==> src/rtl/rob.sv <==
// Reorder buffer: allocates in-order tags at dispatch, collects out-of-order
// CDB results, serves in-flight operands, and retires in program order.
module rob #(
  parameter int TAG_W  = 5,
  parameter int DATA_W = 32
) (
  input  logic              clock,
  input  logic              reset,
  input  logic              Disp_en_rob,
  input  logic [4:0]        Disp_rd_rob,
  input  logic              Disp_wr_rob,
  output logic [TAG_W-1:0]  Disp_tag_rob,
  output logic              Full_rob,
  output logic              Empty_rob,
  output logic [TAG_W:0]    Count_rob,
  input  logic              Cdb_valid_rob,
  input  logic [TAG_W-1:0]  Cdb_tag_rob,
  input  logic [DATA_W-1:0] Cdb_data_rob,
  input  logic [TAG_W-1:0]  Rstag_rob,
  output logic [DATA_W-1:0] Rsdata_rob,
  output logic              Rsready_rob,
  input  logic [TAG_W-1:0]  Rttag_rob,
  output logic [DATA_W-1:0] Rtdata_rob,
  output logic              Rtready_rob,
  input  logic              Flush_rob,
  output logic              RB_valid_rst,
  output logic [TAG_W-1:0]  RB_tag_rst,
  output logic [4:0]        Commit_addr_rob,
  output logic [DATA_W-1:0] Commit_data_rob,
  output logic              Commit_wen_rob
);
  localparam int DEPTH = 1 << TAG_W;

  // Per-entry control state (reset) and payload (not reset; gated by valid).
  logic [DEPTH-1:0]  valid_q, valid_d, done_q, done_d, wr_q, wr_d;
  logic [4:0]        rd_q   [DEPTH];
  logic [4:0]        rd_d   [DEPTH];
  logic [DATA_W-1:0] data_q [DEPTH];
  logic [DATA_W-1:0] data_d [DEPTH];

  logic [TAG_W-1:0]  head_q, head_d, tail_q, tail_d;
  logic [TAG_W:0]    count_q, count_d;

  logic              rb_valid_q, rb_valid_d, commit_wen_q, commit_wen_d;
  logic [TAG_W-1:0]  rb_tag_q, rb_tag_d;
  logic [4:0]        commit_addr_q, commit_addr_d;
  logic [DATA_W-1:0] commit_data_q, commit_data_d;

  logic disp_acc, commit, cdb_hit;

  assign Full_rob        = (count_q == (TAG_W+1)'(DEPTH));
  assign Empty_rob       = (count_q == '0);
  assign Count_rob       = count_q;
  assign Disp_tag_rob    = tail_q;
  assign RB_valid_rst    = rb_valid_q;
  assign RB_tag_rst      = rb_tag_q;
  assign Commit_addr_rob = commit_addr_q;
  assign Commit_data_rob = commit_data_q;
  assign Commit_wen_rob  = commit_wen_q;

  assign disp_acc = Disp_en_rob & ~Full_rob;
  assign commit   = valid_q[head_q] & done_q[head_q];
  assign cdb_hit  = Cdb_valid_rob & valid_q[Cdb_tag_rob];

  // Next state: flush wins; otherwise completion, commit and dispatch touch
  // disjoint entries (head==tail only when empty or full).
  always_comb begin
    valid_d       = valid_q;
    done_d        = done_q;
    wr_d          = wr_q;
    rd_d          = rd_q;
    data_d        = data_q;
    head_d        = head_q;
    tail_d        = tail_q;
    count_d       = count_q;
    rb_valid_d    = 1'b0;
    commit_wen_d  = 1'b0;
    rb_tag_d      = rb_tag_q;
    commit_addr_d = commit_addr_q;
    commit_data_d = commit_data_q;
    if (Flush_rob) begin
      valid_d = '0;
      done_d  = '0;
      head_d  = '0;
      tail_d  = '0;
      count_d = '0;
    end else begin
      if (cdb_hit) begin
        done_d[Cdb_tag_rob] = 1'b1;
        data_d[Cdb_tag_rob] = Cdb_data_rob;
      end
      if (commit) begin
        valid_d[head_q] = 1'b0;
        done_d[head_q]  = 1'b0;
        head_d          = head_q + TAG_W'(1);
        rb_valid_d      = 1'b1;
        rb_tag_d        = head_q;
        commit_addr_d   = rd_q[head_q];
        commit_data_d   = data_q[head_q];
        commit_wen_d    = wr_q[head_q];
      end
      if (disp_acc) begin
        valid_d[tail_q] = 1'b1;
        done_d[tail_q]  = 1'b0;
        wr_d[tail_q]    = Disp_wr_rob;
        rd_d[tail_q]    = Disp_rd_rob;
        tail_d          = tail_q + TAG_W'(1);
      end
      count_d = count_q + (TAG_W+1)'(disp_acc) - (TAG_W+1)'(commit);
    end
  end

  // Operand lookup: CDB bypass first, then stored value of a valid entry.
  always_comb begin
    Rsdata_rob  = '0;
    Rsready_rob = 1'b0;
    Rtdata_rob  = '0;
    Rtready_rob = 1'b0;
    if (Cdb_valid_rob && (Cdb_tag_rob == Rstag_rob)) begin
      Rsdata_rob  = Cdb_data_rob;
      Rsready_rob = 1'b1;
    end else if (valid_q[Rstag_rob]) begin
      Rsdata_rob  = data_q[Rstag_rob];
      Rsready_rob = done_q[Rstag_rob];
    end
    if (Cdb_valid_rob && (Cdb_tag_rob == Rttag_rob)) begin
      Rtdata_rob  = Cdb_data_rob;
      Rtready_rob = 1'b1;
    end else if (valid_q[Rttag_rob]) begin
      Rtdata_rob  = data_q[Rttag_rob];
      Rtready_rob = done_q[Rttag_rob];
    end
  end

  // Control state and registered commit outputs, asynchronously reset.
  always_ff @(posedge clock or posedge reset) begin
    if (reset) begin
      valid_q       <= '0;
      done_q        <= '0;
      head_q        <= '0;
      tail_q        <= '0;
      count_q       <= '0;
      rb_valid_q    <= 1'b0;
      rb_tag_q      <= '0;
      commit_addr_q <= '0;
      commit_data_q <= '0;
      commit_wen_q  <= 1'b0;
    end else begin
      valid_q       <= valid_d;
      done_q        <= done_d;
      head_q        <= head_d;
      tail_q        <= tail_d;
      count_q       <= count_d;
      rb_valid_q    <= rb_valid_d;
      rb_tag_q      <= rb_tag_d;
      commit_addr_q <= commit_addr_d;
      commit_data_q <= commit_data_d;
      commit_wen_q  <= commit_wen_d;
    end
  end

  // Entry payload; meaningful only while the entry's valid bit is set.
  always_ff @(posedge clock) begin
    wr_q   <= wr_d;
    rd_q   <= rd_d;
    data_q <= data_d;
  end
endmodule

==> config.mk <==
export PLATFORM = sky130hd
export DESIGN_NAME = rob
export DESIGN_NICKNAME = d
export VERILOG_FILES = /design/src/rtl/rob.sv
export SDC_FILE = /design/constraint.sdc
export NUM_CORES = 2
export LEC_CHECK = 0
export ABC_AREA = 0
export CORE_ASPECT_RATIO = 0.75
export CORE_UTILIZATION = 25
export CTS_BUF_LIST = sky130_fd_sc_hd__clkbuf_8
export CTS_CLUSTER_SIZE = 30
export DETAILED_ROUTE_END_ITERATION = 6
export PLACE_DENSITY_LB_ADDON = 0.08
export SLEW_MARGIN = 20
export SYNTH_ARGS = -nofsm -noshare
export SYNTH_HDL_FRONTEND = slang
export SYNTH_SLANG_ARGS = --single-unit
export TNS_END_PERCENT = 30
==> constraint.sdc <==
create_clock -name clock -period 4.79 [get_ports clock]
set_input_delay 0.958 -clock clock [delete_from_list [all_inputs] [get_ports clock]]
set_output_delay 0.958 -clock clock [all_outputs]
set_load 0.1 [all_outputs]
==> run_results.csv <==
group,metric,value,unit
outcome,status,"completed",
routing,finalWirelength,323400,um
synthesis,synth_nets,4660,
critical_path,crit_arrival,3.81,ns
synthesis,yosys.area_share.simple,4.537,%
finish,area_growth_syn_to_layout,20.46,%
grt,grt_first_pass_wirelength,439100,um
clock_network,cts_tree,"done",
routing,vias_per_cell,5.508,
clock_network,clk_pin_slew_worst_paths,0.05,ns
floorplanning,dieHeight,464.1,um
synthesis,synth_compound_area_share,8.804,%
critical_path,crit_path_start_kind,"input pin",
power_and_ir_drop,p_total,26880,uW
critical_path,crit_required,3.83,ns
timing,max_clock_freq,209.8,MHz
grt,antenna_found_initial,25,
clock_network,cts_buffer_depth,4,
timing,timing.final.ws_setup,0.02399,ns
clock_network,root_buffer,"clkbuf_8",
finish,fillers,28030,
synthesis,ys_ff_latch,1340,
hold_path,hold_path_class,"input pin to async pin",
floorplanning,die_w,618.1,um
grt,grt_pass1_vias,49380,
power_and_ir_drop,powerDensity,313.5,mW/mm2
synthesis,synth-xor-area-share,0.2092,%
critical_path,r2r_setup_slack,0.68,ns
synthesis,synth_mux_area_share,27.67,%
timing,setup_viol,0,
synthesis,synth_area,0.07117,mm2
clock_network,hold_buffers,0,
placed_design,place_ws,-0.3781,ns
finish,layout-drive-gt1-share,29.31,%
synthesis,synth_top_area_cell,"edfxtp_1",
floorplanning,ios,181,
finish,nNetsFinal,5033,
grt,overflow,0,
routing,dr.pass1.iters,5,
power_and_ir_drop,ir_drop,230.9,uV
placed_design,finalWeightedCongestion,0.8044,
synthesis,synthCells,4584,
clock_network,insertion_delay,1.07,ns
timing,finalClockSkew,0.09745,ns
routing,wl_per_cell,36.27,um
synthesis,synth_fa_ha_area_share,0.3270,%
routing,first_iter_violations,4927,
clock_network,clock-sinks,1340,
synthesis,ys_seq_area_share,55.66,%
critical_path,worstSetupPathType,"input pin to primary output",
timing,finalCritPeriodShare,99.50,%
synthesis,synth_cell_types,66,
timing,slew_headroom,23.97,%
placed_design,hpwl,195000,um
floorplanning,fp-row-count,169,
placed_design,portBuffers,180,
timing,worst_pin_slew,1.136,ns
synthesis,synth_edf_count,1216,
grt,grt_max_degree,93,
clock_network,htree_levels,4,
synthesis,synthArstFlopShare,9.254,%
timing,holdWs,0.4065,ns
timing,period_minus_slack,4.766,ns
timing,tns,0,ns
synthesis,synth_area_per_cell,15.53,um2
critical_path,cp_max_fo,33,
clock_network,numCtsBuffers,248,
synthesis,synth.area.top_cells,"edfxtp_1 (51%), mux4_2 (19%), mux2i_1 (7.8%)",
synthesis,synth_top_cell_area_share,51.30,%
routing,drcViolationCount,0,
routing,ant_nets,0,
timing,slew_violations,0,
floorplanning,dieArea,0.2869,mm2
critical_path,endpoint_kind,"primary output",
finish,register_area,0.03963,mm2
floorplanning,initial_core_util,25.16,%
synthesis,synth_top_family_by_area,"multiplexers",
floorplanning,coreArea,0.2829,mm2
finish,multi_input_area,0.02998,mm2
power_and_ir_drop,p_leak,0.02820,uW
timing,hold_violations,0,
synthesis,yosysWarnings,0,
flow_run,cap_violations,0,
synthesis,synth_ff_type,"edfxtp_1",
grt,grtUsageTotal,22.12,%
routing,vias,49110,
layout by cell type (no fill, tap or decap), types with 32 or more instances in the layout:
cell / synthesis / final
o211ai_1: 32 / 32
nand3_1: 77 / 77
dfrtp_1: 124 / 122
clkbuf_8: 0 / 257
buf_4: 19 / 254
nand4_1: 66 / 66
a31oi_1: 32 / 32
buf_12: 2 / 183
mux4_2: 599 / 599
nor2_1: 107 / 70
edfxtp_1: 1216 / 1216
inv_1: 17 / 86
a221oi_1: 192 / 192
mux2i_1: 555 / 555
o21ai_0: 230 / 215
a22oi_1: 212 / 212
a21oi_1: 139 / 139
nor3b_1: 94 / 91
nor2_4: 0 / 36
clkdlybuf4s50_1: 0 / 101
clkinv_2: 0 / 41
clkinv_1: 0 / 57
nand2_1: 236 / 234
stage by stage:
| stage | util [%] | instances | instance area (um2) |
|---|---|---|---|
| finish | 30.30 | 8917 | 85740 |
| detailed placement | 28.66 | 8464 | 81090 |
| CTS | 30.30 | 8912 | 85720 |
| global route | 30.30 | 8915 | 85730 |
| global placement | 28.65 | 8462 | 81050 |
| floorplan | - | 4584 | 71170 |
power by group:
group          total (uW)  internal (uW)  switching (uW)
Clock               10900           5470            5430
Sequential          12900          12800            53.0
Combinational        3100           1030            2070
Total               26900          19300            7550
area by class of cell:
| cell class | instances | share of cell area [%] |
|---|---|---|
| antenna | 4 | 0.01167 |
| clock buffer | 257 | 4.125 |
| clock inverter | 187 | 1.213 |
| inverter | 18 | 0.1022 |
| multi-input combinational | 2798 | 34.96 |
| sequential | 1340 | 46.22 |
| tap | 3762 | 5.490 |
| timing repair buffer | 551 | 7.880 |
repair_timing:
item / 4_1_cts / 5_1_grt
pin swaps: 1 / 0
endpoints found under the setup margin: 4 / 4
resized for setup: 7 / 3
gates cloned: 0 / 0
setup buffers: 4 / 0
routing by layer:
metal	GRT usage [%]	wire [um]
met2	33.56	143200
met4	6.446	9611
met5	0	0
met1	32.22	149700
met3	3.774	20920
synthesized netlist by cell type (all sizes together) (2+ instances only):
library cell,n
nor3,3
and3,7
and2,4
mux2,51
or3,4
a31o,24
buf,220
a221oi,192
o21ai,231
mux2i,555
or4,2
a211oi,19
nor4,6
nand2,236
clkbuf,208
edfxtp,1216
a21oi,139
nor3b,94
o211ai,32
ha,17
nand4,66
nor2,108
xnor2,6
inv,18
mux4,599
or3b,6
and3b,4
o22ai,18
nand3,78
nor2b,10
dfrtp,124
o21bai,3
a22oi,212
or2,3
nand3b,7
xor2,11
o31ai,2
o2111ai,4
a31oi,32
o21a,2
worst paths after layout:
kind | startpoint | end | cells after the start
worst max-delay path | Rstag_rob[1] | Rsdata_rob[7] | 11
worst min-delay path | reset | Count_rob[3] | 2
worst max register to register | head_q[2] | Count_rob[4] | 14
worst min register to register | Commit_data_rob[31] | Commit_data_rob[31] | 1
max in group asynchronous | reset | Commit_data_rob[21] | 3
min in group clock | Disp_rd_rob[0] | rd_q[105] | 1
sequential cells by signal, summed over array words and instances (netlist names), 5 cells and up:
register and flops:
data_q 1024, rd_q 160, Commit_data_rob 32, done_q 32, valid_q 32, wr_q 32
Count_rob 6, Commit_addr_rob 5, Disp_tag_rob 5, RB_tag_rst 5, head_q 5
worst max-delay path, stage by stage:
cell and delay (ns):
buf_8 0.22, buf_4 0.23, and2_4 0.39, buf_12 0.33, buf_4 0.26, a221oi_1 0.12, o21ai_0 0.20, nand3_1 0.10
o21ai_0 0.35, o21ai_0 0.30, buf_12 0.24
cell families (layout without fill, tap and decap cells):
logic type	after synthesis	count (layout)
xor gates and xnor gates	17	17
other	0	4
DFF	1340	1340
and+or+nand+nor	640	640
AOI/OAI and AO/OA	918	918
buffers and inverters	446	1013
adders and majority gates	18	18
muxes	1205	1205
No activity file was read; power rests on OpenSTA's default activity.
